[src/rtl/cnn_pkg.sv]
// cnn_pkg: shared CNN widths, FC classifier state type and score saturation
package cnn_pkg;

    localparam int DATA_W  = 16;
    localparam int FRAC_W  = 8;
    localparam int N_CH    = 12;
    localparam int N_POS   = 16;
    localparam int N_CLASS = 10;
    localparam int ACC_W   = 40;

    localparam logic signed [DATA_W-1:0] SCORE_MAX = {1'b0, {(DATA_W-1){1'b1}}};
    localparam logic signed [DATA_W-1:0] SCORE_MIN = {1'b1, {(DATA_W-1){1'b0}}};

    typedef enum logic [2:0] {
        S_IDLE,
        S_FETCH,
        S_LAST,
        S_EMIT,
        S_DONE
    } fc_state_t;

    // Clamp a wide signed value into DATA_W: in range only if all bits above the
    // DATA_W sign bit agree with it, otherwise pin to the rail matching its sign.
    function automatic logic signed [DATA_W-1:0] saturate(input logic signed [ACC_W-1:0] v);
        logic [ACC_W-DATA_W:0] top;
        top = v[ACC_W-1:DATA_W-1];
        return (top == '0 || top == '1) ? v[DATA_W-1:0] : (v[ACC_W-1] ? SCORE_MIN : SCORE_MAX);
    endfunction

endpackage

[src/rtl/fc_mac.sv]
// fc_mac: signed multiply-accumulate with synchronous clear and enable
module fc_mac
    import cnn_pkg::*;
(
    input  logic                     clk,
    input  logic                     reset,
    input  logic                     clr,
    input  logic                     en,
    input  logic signed [DATA_W-1:0] a,
    input  logic signed [DATA_W-1:0] b,
    output logic signed [ACC_W-1:0]  acc
);

    logic signed [2*DATA_W-1:0] prod;

    assign prod = a * b;

    // Accumulate the sign-extended full-precision product; clear wins over enable
    always_ff @(posedge clk or negedge reset) begin
        if (!reset)
            acc <= '0;
        else if (clr)
            acc <= '0;
        else if (en)
            acc <= acc + {{(ACC_W-2*DATA_W){prod[2*DATA_W-1]}}, prod};
    end

endmodule

[src/rtl/fc_classify.sv]
// fc_classify: fully-connected 192->10 output stage with per-class scores and argmax
module fc_classify
    import cnn_pkg::*;
(
    input  logic                     clk,
    input  logic                     reset,
    input  logic                     start,
    output logic [3:0]               feat_ch,
    output logic [3:0]               feat_pos,
    input  logic signed [DATA_W-1:0] feat_data,
    output logic [10:0]              w_addr,
    input  logic signed [DATA_W-1:0] w_data,
    output logic signed [DATA_W-1:0] score,
    output logic [3:0]               score_class,
    output logic                     score_valid,
    output logic [3:0]               digit,
    output logic                     busy,
    output logic                     done
);

    fc_state_t                state, state_nx;
    logic                     armed;
    logic                     fetch_d;
    logic                     start_go;
    logic                     acc_clr;
    logic                     last_feat;
    logic                     last_class;
    logic [3:0]               cls;
    logic signed [ACC_W-1:0]  acc;
    logic signed [DATA_W-1:0] sat_score;
    logic signed [DATA_W-1:0] best;

    assign last_feat   = (feat_ch == 4'(N_CH-1)) && (feat_pos == 4'(N_POS-1));
    assign last_class  = (cls == 4'(N_CLASS-1));
    assign sat_score   = saturate(acc >>> FRAC_W);
    assign score       = score_valid ? sat_score : '0;
    assign score_class = score_valid ? cls : '0;

    // Operand data lags its address by one cycle, so accumulate on the cycle after FETCH
    fc_mac u_mac (
        .clk   (clk),
        .reset (reset),
        .clr   (acc_clr),
        .en    (fetch_d),
        .a     (feat_data),
        .b     (w_data),
        .acc   (acc)
    );

    // State register
    always_ff @(posedge clk or negedge reset) begin
        if (!reset)
            state <= S_IDLE;
        else
            state <= state_nx;
    end

    // Next-state and status decode; start is only honoured once a cycle has passed since reset
    always_comb begin
        state_nx    = state;
        score_valid = 1'b0;
        busy        = 1'b0;
        done        = 1'b0;
        start_go    = 1'b0;
        acc_clr     = 1'b0;
        unique case (state)
            S_IDLE: begin
                start_go = start && armed;
                acc_clr  = start_go;
                state_nx = start_go ? S_FETCH : S_IDLE;
            end
            S_FETCH: begin
                busy     = 1'b1;
                state_nx = last_feat ? S_LAST : S_FETCH;
            end
            S_LAST: begin
                busy     = 1'b1;
                state_nx = S_EMIT;
            end
            S_EMIT: begin
                busy        = 1'b1;
                score_valid = 1'b1;
                acc_clr     = !last_class;
                state_nx    = last_class ? S_DONE : S_FETCH;
            end
            S_DONE: begin
                done     = 1'b1;
                start_go = start && armed;
                acc_clr  = start_go;
                state_nx = start_go ? S_FETCH : S_DONE;
            end
            default: state_nx = S_IDLE;
        endcase
    end

    // Address walk, class counter and running argmax
    always_ff @(posedge clk or negedge reset) begin
        if (!reset) begin
            armed    <= 1'b0;
            fetch_d  <= 1'b0;
            feat_ch  <= '0;
            feat_pos <= '0;
            w_addr   <= '0;
            cls      <= '0;
            best     <= SCORE_MIN;
            digit    <= '0;
        end else begin
            armed   <= 1'b1;
            fetch_d <= (state == S_FETCH);
            if (start_go) begin
                feat_ch  <= '0;
                feat_pos <= '0;
                w_addr   <= '0;
                cls      <= '0;
                best     <= SCORE_MIN;
                digit    <= '0;
            end else if (state == S_FETCH && !last_feat) begin
                feat_pos <= (feat_pos == 4'(N_POS-1)) ? '0 : feat_pos + 4'd1;
                feat_ch  <= (feat_pos == 4'(N_POS-1)) ? feat_ch + 4'd1 : feat_ch;
                w_addr   <= w_addr + 11'd1;
            end else if (state == S_EMIT) begin
                feat_ch  <= '0;
                feat_pos <= '0;
                w_addr   <= last_class ? w_addr : w_addr + 11'd1;
                cls      <= last_class ? cls : cls + 4'd1;
                if (sat_score > best) begin
                    best  <= sat_score;
                    digit <= cls;
                end
            end
        end
    end

endmodule

[config.mk]
export PLATFORM = sky130hd
export DESIGN_NAME = fc_classify
export DESIGN_NICKNAME = d
export VERILOG_FILES = /design/src/rtl/cnn_pkg.sv /design/src/rtl/fc_mac.sv /design/src/rtl/fc_classify.sv
export SDC_FILE = /design/constraint.sdc
export NUM_CORES = 1
export LEC_CHECK = 0
export ABC_AREA = 1
export CAP_MARGIN = 10
export CORE_AREA = 3 3 198 200
export CTS_CLUSTER_SIZE = 30
export DETAILED_ROUTE_END_ITERATION = 8
export DIE_AREA = 0 0 201 203
export GPL_ROUTABILITY_DRIVEN = 0
export PLACE_DENSITY_LB_ADDON = 0.15
export SYNTH_ARGS = -nofsm -noshare
export SYNTH_HDL_FRONTEND = slang
export SYNTH_SLANG_ARGS = --single-unit
[constraint.sdc]
create_clock -name clk -period 8.3 [get_ports clk]
set_input_delay 2.075 -clock clk [delete_from_list [all_inputs] [get_ports clk]]
set_output_delay 2.075 -clock clk [all_outputs]
set_load 0.01 [all_outputs]
==> metrics.txt, run 1 <==
status finished with violations; failing checks negative setup slack; vias after detailed routing 17200; Hold Path Class reg2reg; Slew Limit Fails 0; DRT iter0 DRCs roughly 950; CP required between 8 and 9 ns; gr ovfl total 0; number of global-route vias before repair 18000; wire length on met3 2.31 mm; hold_sp best[15]; DIE WIDTH 201 um; top post-synthesis cells by count 607 x nand2_1, 581 x inv_1, 263 x fa_1, 169 x nor2_1, 144 x ha_1; largest net degree at the start of global routing 60; Synth Warn # 0; post-synth cell types 53; Final Core Density 65.0%; TritonCTS Buffers 9; Starting Density about 47%; top sig layer met4; peak per-stage delay on the critical path 0.56 ns; Hold WS 0.493 ns; RSZ-0062 raised after global routing yes; Max-cap violations 0; Routed Antenna Nets 0; final WL about 55 mm; CTS tree done; TNS Setup -0.272 ns; largest family of logic cells by synthesized area adder cells; DRC violations left 0; Post-Synth Simple-Gate Area 22.8%; worst slew pin tran approximately 1.2 ns; Post-Synth Adder-Cell Area 40.1%; Mapped Area 17600 um^2; Synth Register Bits slightly below 90; WL/cell 16.4 um; Tcrit/Tclk final 101%; Synth-to-Final Area Change 38.5%; Final Hold Vio Count 0; count leader, synth nand2_1; post-synthesis compound-gate area fraction around 8.0%; Syn Area/Cell between 7 and 8 um^2; GRT Total Usage 26.6%; fin worst setup slack -0.0850 ns; clk_lat worst skew roughly 0.37 ns; xor and xnor fraction of the mapped netlist area 1.74%; startpoint class of the critical path input pin; hold buffer count at cts 0; largest area contributor in the netlist fa_1; final setup violation count 8; Worst Setup SP w_data[6]; Critical Path AT 8.64 ns; Core Rows 71; Tmin final roughly 8.4 ns; maximum clock rate 119 MHz; # IOs a little over 80; worst r2r src u_mac.acc[39]; Syn Nets 2883; post-synthesis sequential area ratio 12.5%; ys async rst share between 90% and 100%; CP Max Fanout 7; Vias/cell 5.15; top cells by area, synth fa_1 30%, nand2_1 13%, inv_1 12%, dfrtp_1 12%, ha_1 10%; port bufs 80; clk slew on worst S/H paths around 0.080 ns; wl on met1 22.6 mm; # clock sinks 88; layout cell share with drive strength beyond 1 33.6%; metal2 WL around 28 mm; core area 37600 um^2; post-synthesis instance total approximately 2400; Crit-path slowest cell fa_1; Top FF cell, synth dfrtp_1; Post-synth EDFFs 0; Critical Path Most Common Cell fa_1; crit path capture type flip-flop; initial antenna violation count 0; Clock Tree Buf Depth 2; slew margin rel. 22.6%; die area 40800 um^2; diodes inserted 0; drt first pass iters 5; top cell type's share of synthesized area 29.9%; Nets 3270; Die Height 203 um; mux share of post-synthesis cell area 0%; Crit Path Category in2reg; Post-DP HPWL roughly 42 mm; H-tree depth 3; global-route wire length before repair 88.9 mm; root buffer cell clkbuf_16; clk_skew 0.0139 ns
[through the flow]
step | setup WS, ns | cell area, um^2 | std cells
after floorplan | 0.000402 | 17800 | 2441
after global placement | -1.10 | 21000 | 3224
after detailed placement | -1.21 | 21000 | 3224
after CTS | -0.0581 | 22900 | 3314
after global routing | -0.362 | 24400 | 3344
final | -0.0850 | 24400 | 3344
[per-layer routing]
layer,vias up,GRT usage (%)
met5,-,0
met4,0,9.01
met3,149,2.31
met2,460,47.3
met1,8520,34.1
li1,8099,-
[worst paths after layout]
path / endpoint / slack (ns) / cells after the start
setup / recovery: u_mac.acc[36] / -0.09 / 36
max in group asynchronous: u_mac.acc[37] / 5.47 / 2
min in group asynchronous: feat_ch[0] / 1.63 / 1
setup reg to reg: best[15] / 3.55 / 16
hold reg to reg: best[15] / 0.49 / 2
hold / removal: best[15] / 0.49 / 2
[cell type report]
| class | count | area, um^2 |
|---|---|---|
| clock inverter | 7 | 81.3 |
| inverter | 612 | 2310 |
| clock buffer | 9 | 225 |
| sequential | 88 | 2200 |
| fill | 3171 | 13200 |
| multi-input combinational | 1663 | 14900 |
| tap | 511 | 639 |
| timing repair buffer | 454 | 4090 |
[sequential cells by signal, summed over array words and instances, names as in the netlist]
register	count
u_mac.acc	40
cls	4
feat_ch	4
best	16
armed	1
state	3
fetch_d	1
digit	4
feat_pos	4
w_addr	11
[layout by cell type (no fill, tap or decap), types with 7 or more instances in the layout]
cell type | synthesis | layout
inv_1 | 581 | 496
nand2_1 | 607 | 485
buf_4 | 1 | 296
fa_1 | 263 | 216
ha_1 | 144 | 111
inv_2 | 30 | 110
nor2_1 | 169 | 103
nand2_2 | 6 | 95
dfrtp_1 | 87 | 87
nand3_1 | 92 | 69
a21oi_1 | 106 | 62
buf_6 | 2 | 61
clkdlybuf4s50_1 | 0 | 48
fa_2 | 0 | 47
nor2_4 | 3 | 39
a21oi_2 | 0 | 38
o21ai_0 | 58 | 37
o21ai_1 | 32 | 35
nor2_2 | 4 | 34
nand2_4 | 2 | 34
nand4_1 | 33 | 33
ha_4 | 0 | 31
nand3_2 | 2 | 20
xor2_1 | 27 | 19
o21ai_2 | 2 | 18
buf_12 | 0 | 17
nor3_1 | 19 | 14
a21o_1 | 9 | 9
clkbuf_16 | 0 | 9
buf_8 | 0 | 9
nor4_1 | 9 | 8
xnor2_1 | 8 | 8
o22ai_1 | 8 | 8
buf_2 | 8 | 8
clkbuf_2 | 0 | 7
[what timing repair did]
action / 4_1_cts / 5_1_grt
endpoints found under the setup margin: 27 / 27
pin swaps: 142 / 222
cloned: 7 / 0
buffers inserted: 67 / 39
gates resized for setup: 366 / 446
[kinds of logic (layout without fill, tap and decap cells)]
family	Yosys count	in the layout
other cells	1	1
buf+inv	690	1082
xor+xnor	35	35
fa+ha+maj	407	407
compound gates	253	253
simple gates	967	967
flops	88	88
[worst max-delay path, delay by kind of cell]
| family | cells | cell delay [ns] |
|---|---|---|
| simple gates | 13 | 1.15 |
| buf+inv | 10 | 0.87 |
| xor+xnor | 1 | 0.14 |
| compound gates | 4 | 0.75 |
| fa+ha+maj | 8 | 3.65 |
Power of run 1 is left out: the tool's default activity adds up to more than one toggle a clock period on the data nets, which glitch-free logic cannot reach.
==> run 2: changes to the inputs <==
- MAX_ROUTING_LAYER: unset -> met4
- PLACE_DENSITY_LB_ADDON: 0.15 -> unset
- SKIP_LAST_GASP: unset -> 1
==> run 2 against run 1 <==
The flow still finishes with violations (negative setup slack); first-iteration DRC count is 5.0% lower; highest routed layer unchanged; clock skew is 0.0031 ns lower; via count is 0.85% lower; maximum frequency is 0.44% lower; non-clock buffer count is 13 higher; global-route usage is 0.68 points higher; flip-flop and latch count stayed put; critical path depth is 3 lower; sequential share of layout area hardly changed; utilization is 0.25 points lower.
==> metrics.txt, run 2 (synthesized netlist as in run 1, its figures left out) <==
status finished with violations; failing checks negative setup slack; clk_skew 0.0108 ns (-0.00313 ns); WL/cell 16.2 um (-0.90%); busiest grt layer met2; peak per-stage delay on the critical path 0.63 ns (+0.07 ns); met3 usage 3.32% (+1.0 points); r2r endpoint best[0]; Die Height 203 um (unchanged); Routed Antenna Nets 0 (unchanged); worst r2r src u_mac.acc[32]; Tcrit/Tclk final 101% (+0.44 points); Largest register FFs 40 (unchanged); fin worst setup slack -0.122 ns (-0.0367 ns); final WL 54.5 mm (-0.52%); drt first pass iters 5 (unchanged); initial antenna violation count 0 (unchanged); CTS tree done; gr ovfl total 0 (unchanged); Core Rows 71 (unchanged); DIE WIDTH 201 um (unchanged); flop-to-flop setup slack 3.51 ns (-0.04 ns); Post-DP HPWL 42.2 mm (+1.5%); hold buffer count at cts 0 (unchanged); TritonCTS Buffers 9 (unchanged); clk_lat worst skew 0.37 ns (about the same); maximum clock rate 119 MHz (-0.44%); Synth-to-Final Area Change 38.0%; Hold Path Class reg2reg; diodes inserted 0 (unchanged); CP required 8.56 ns (about the same); H-tree depth 3 (unchanged); Min-Delay Endpoint best[15]; non-filler instance count after layout 3357 (+0.39%); Tmin final 8.42 ns (+0.0367 ns); Reg2Reg Depth 14 (-2); global-route wire length before repair 88.0 mm (-1.0%); crit path capture type flip-flop; Final Hold Vio Count 0 (unchanged); Placed Cells 3235 (+0.34%); Reg area 2200 um^2 (unchanged); RSZ-0062 raised after global routing yes; clk slew on worst S/H paths 0.08 ns (about the same); worst slew pin tran 1.02 ns (-0.134 ns); final setup violation count 6 (-2); largest net degree at the start of global routing 57 (-5.0%); startpoint class of the critical path input pin; number of global-route vias before repair 17800 (-0.94%); GRT Total Usage 27.2% (+0.68 points); die area 40800 um^2 (unchanged); Crit-path slowest cell fa_2; Final Core Density 64.7% (-0.25 points); Multi-input gate area 14700 um^2 (-1.1%); # clock sinks 88 (unchanged); leading cell types in the layout, fill and taps excluded 516 x nand2_1, 511 x inv_1, 310 x buf_4; # IOs 81 (unchanged); GR Util met2 46.2% (-1.2 points); slew margin rel. 31.5% (+9.0 points); TNS Setup -0.346 ns (-0.0734 ns); core area 37600 um^2 (unchanged); Reg with most FFs u_mac.acc; Starting Density 46.9% (unchanged); root buffer cell clkbuf_16; Vias/cell 5.09 (-1.2%); GR met1 Demand/Resource 33.3% (-0.80 points); final-layout fill cell count 3235 (+2.0%); largest registers u_mac.acc x40, best x16, w_addr x11; Hold WS 0.491 ns (-0.00191 ns); Clock Tree Buf Depth 2 (unchanged); most common cell after layout, fill and taps aside nand2_1; Critical Path AT 8.68 ns (+0.04 ns); Crit Path Category in2reg; Max-cap violations 0 (unchanged); hold_sp best[15]; hold depth 2 (unchanged); CP Max Fanout 4 (-3); DRC violations left 0 (unchanged); DRT iter0 DRCs 899 (-5.0%); layout cell share with drive strength beyond 1 31.8% (-1.8 points); Slew Limit Fails 0 (unchanged); port bufs 80 (unchanged); vias after detailed routing 17100 (-0.85%); Nets 3283 (+0.40%)
[run 2: cell type report]
class | instances | area share (%)
clock buffers | 9 | 0.926
inverters | 612 | 9.48
clock inverters | 7 | 0.365
flip-flops and latches | 88 | 9.06
repair buffers | 467 | 17.0
multi-input cells | 1663 | 60.5
well taps | 511 | 2.63
[run 2: worst max path at each step]
stage | from | to | slack, ns | cells past startpoint
floorplan | feat_data[11] | u_mac.acc[39] | 0.0004 | 36
global placement | w_data[1] | u_mac.acc[39] | -1.17 | 35
detailed placement | w_data[1] | u_mac.acc[39] | -1.22 | 35
CTS | feat_data[7] | u_mac.acc[39] | -0.07 | 34
global route | w_data[12] | u_mac.acc[35] | -0.44 | 35
finish | feat_data[1] | u_mac.acc[35] | -0.12 | 33
[run 2: critical path, delay by kind of cell]
family          cells  cell delay (ns)
fa+ha+maj           8             3.63
buf+inv             9             1.00
compound gates      7             1.02
xor+xnor            1             0.28
simple gates        8             0.67
[run 2: metrics by stage]
| step | setup slack (ns) | instance area (um^2) |
|---|---|---|
| floorplan | 0.000402 | 17800 |
| global placement | -1.17 | 21100 |
| finish | -0.122 | 24300 |
| CTS | -0.0674 | 23000 |
| global route | -0.443 | 24300 |
| detailed placement | -1.22 | 21100 |
[run 2: layer usage]
layer | up-vias | part of all wire [%]
li1 | 8135 | -
met1 | 8390 | 42
met2 | 415 | 50
met3 | 142 | 4.3
met4 | 0 | 4.1
met5 | - | 0
[run 2: what timing repair did]
item / CTS / global route
setup endpoints to repair: 28 / 27
resized for setup: 410 / 314
pin swaps: 186 / 157
cloned: 10 / 1
setup buffers: 65 / 35
Power of run 2 is left out for the same reason.
==> run 3: changes to the inputs <==
- MAX_ROUTING_LAYER: met4 -> unset
==> run 3 against run 2 <==
Maximum frequency grew 0.83%; via count grew 0.94%; first-iteration DRC count shrank 2.1%; routed wire length grew 1.9%; flip-flop and latch count is the same; die area is the same; setup slack gained 0.070 ns; clock skew shrank 0.00061 ns; the flow still finishes with violations (negative setup slack); critical endpoint is now u_mac.acc[39]; cell area grew 1.4%; sequential share of layout area shrank 0.12 points; register-to-register slack gained 0.07 ns.
==> metrics.txt, run 3 (synthesized netlist as in run 1, its figures left out) <==
status finished with violations; failing checks negative setup slack; peak per-stage delay on the critical path 0.58 ns (-0.05 ns); Crit Path Category in2reg; clk_lat worst skew 0.37 ns (about the same); final-layout fill cell count 3164 (-2.2%); fin worst setup slack -0.0520 ns (+0.0697 ns); DIE WIDTH 201 um (unchanged); Clock Tree Buf Depth 2 (unchanged); Starting Density 46.9% (unchanged); GRT Total Usage 26.4% (-0.80 points); Hold WS 0.492 ns (+0.000983 ns); root buffer cell clkbuf_16; Reg area 2200 um^2 (unchanged); maximum clock rate 120 MHz (+0.83%); H-tree depth 3 (unchanged); drt first pass iters 5 (unchanged); worst slew pin tran 1.11 ns (+0.0817 ns); Post-DP HPWL 42.2 mm (unchanged); CP required 8.56 ns (about the same); port bufs 80 (unchanged); Max-cap violations 0 (unchanged); hold_sp best[15]; core area 37600 um^2 (unchanged); largest registers u_mac.acc x40, best x16, w_addr x11; Hold Path Class reg2reg; WL/cell 16.5 um (+1.8%); Min-Delay Endpoint best[15]; leading cell types in the layout, fill and taps excluded 499 x nand2_1, 498 x inv_1, 309 x buf_4; number of global-route vias before repair 17800 (unchanged); Tmin final 8.35 ns (-0.0697 ns); Core Rows 71 (unchanged); hold depth 2 (unchanged); DRT iter0 DRCs 880 (-2.1%); non-filler instance count after layout 3361 (+0.12%); TNS Setup -0.165 ns (+0.181 ns); Critical Path Most Common Cell inv_2; CP Max Fanout 4 (unchanged); Largest register FFs 40 (unchanged); vias after detailed routing 17200 (+0.94%); worst r2r src u_mac.acc[32]; final WL 55.6 mm (+1.9%); startpoint class of the critical path input pin; Synth-to-Final Area Change 39.8%; slew margin rel. 26.1% (-5.5 points); RSZ-0062 raised after global routing yes; crit path capture type flip-flop; Critical Path AT 8.61 ns (-0.07 ns); Multi-input gate area 14900 um^2 (+1.5%); Reg2Reg Depth 14 (unchanged); initial antenna violation count 0 (unchanged); Crit-path slowest cell fa_1; TritonCTS Buffers 9 (unchanged); clk_skew 0.0102 ns (-0.000609 ns); DRC violations left 0 (unchanged); Routed Antenna Nets 0 (unchanged); Vias/cell 5.13 (+0.82%); largest net degree at the start of global routing 57 (unchanged); layout cell share with drive strength beyond 1 33.4% (+1.6 points); flop-to-flop setup slack 3.58 ns (+0.07 ns); final setup violation count 5 (-1); gr ovfl total 0 (unchanged); clk slew on worst S/H paths 0.08 ns (about the same); Final Hold Vio Count 0 (unchanged); Worst Setup Slack post-DPL -1.22 ns (unchanged); Reg with most FFs u_mac.acc; Slew Limit Fails 0 (unchanged); Tcrit/Tclk final 101% (-0.84 points); r2r endpoint best[0]; die area 40800 um^2 (unchanged); diodes inserted 0 (unchanged); CTS tree done; global-route wire length before repair 88.0 mm (about the same); Die Height 203 um (unchanged); Placed Cells 3235 (unchanged); most common cell after layout, fill and taps aside nand2_1; Nets 3287 (+0.12%); # clock sinks 88 (unchanged); # IOs 81 (unchanged)
run 3: area by class of cell:
cell class                 instances  area share [%]
sequential                        88            8.93
clock inverter                     7           0.360
multi-input combinational       1663            60.6
clock buffer                       9           0.913
inverter                         612            9.39
tap                              511            2.59
timing repair buffer             471            17.2
run 3: worst max-delay path, delay by kind of cell:
kind | cells | cell delay, ns
AND/OR/NAND/NOR | 15 | 1.34
adder cells (fa/ha/maj) | 8 | 3.76
XOR/XNOR | 1 | 0.18
AO/OA/AOI/OAI | 3 | 0.55
buffers and inverters | 10 | 0.67
run 3: layer usage:
layer | global-route usage [%] | wire length (um) | part of all wire, %
met5 | 0 | 0 | 0
met4 | 11.0 | 2460 | 4.4
met3 | 3.42 | 2780 | 5.0
met2 | 46.2 | 27700 | 50
met1 | 33.2 | 22600 | 41
run 3: timing repair:
action                                  CTS  global route
hold buffers                              0             0
resized for setup                       410           401
endpoints found under the setup margin   28            27
pin swaps                               186           172
cloned                                   10             1
setup buffers                            65            41
run 3: stage by stage:
stage | instance area (um^2) | util, %
finish | 24700 | 65.6
global route | 24700 | 65.6
CTS | 23000 | 61.2
detailed placement | 21100 | 56.0
global placement | 21100 | 56.0
floorplan | 17800 | -
run 3: worst max path at each step:
stage,start,to,slack (ns),depth (start not counted)
5_1_grt,w_data[5],u_mac.acc[29],-0.34,38
2_1_floorplan,feat_data[11],u_mac.acc[39],0.0004,36
4_1_cts,feat_data[7],u_mac.acc[39],-0.07,34
6_report,w_data[12],u_mac.acc[39],-0.05,37
3_3_place_gp,w_data[1],u_mac.acc[39],-1.17,35
3_5_place_dp,w_data[1],u_mac.acc[39],-1.22,35
Power of run 3 is left out for the same reason.
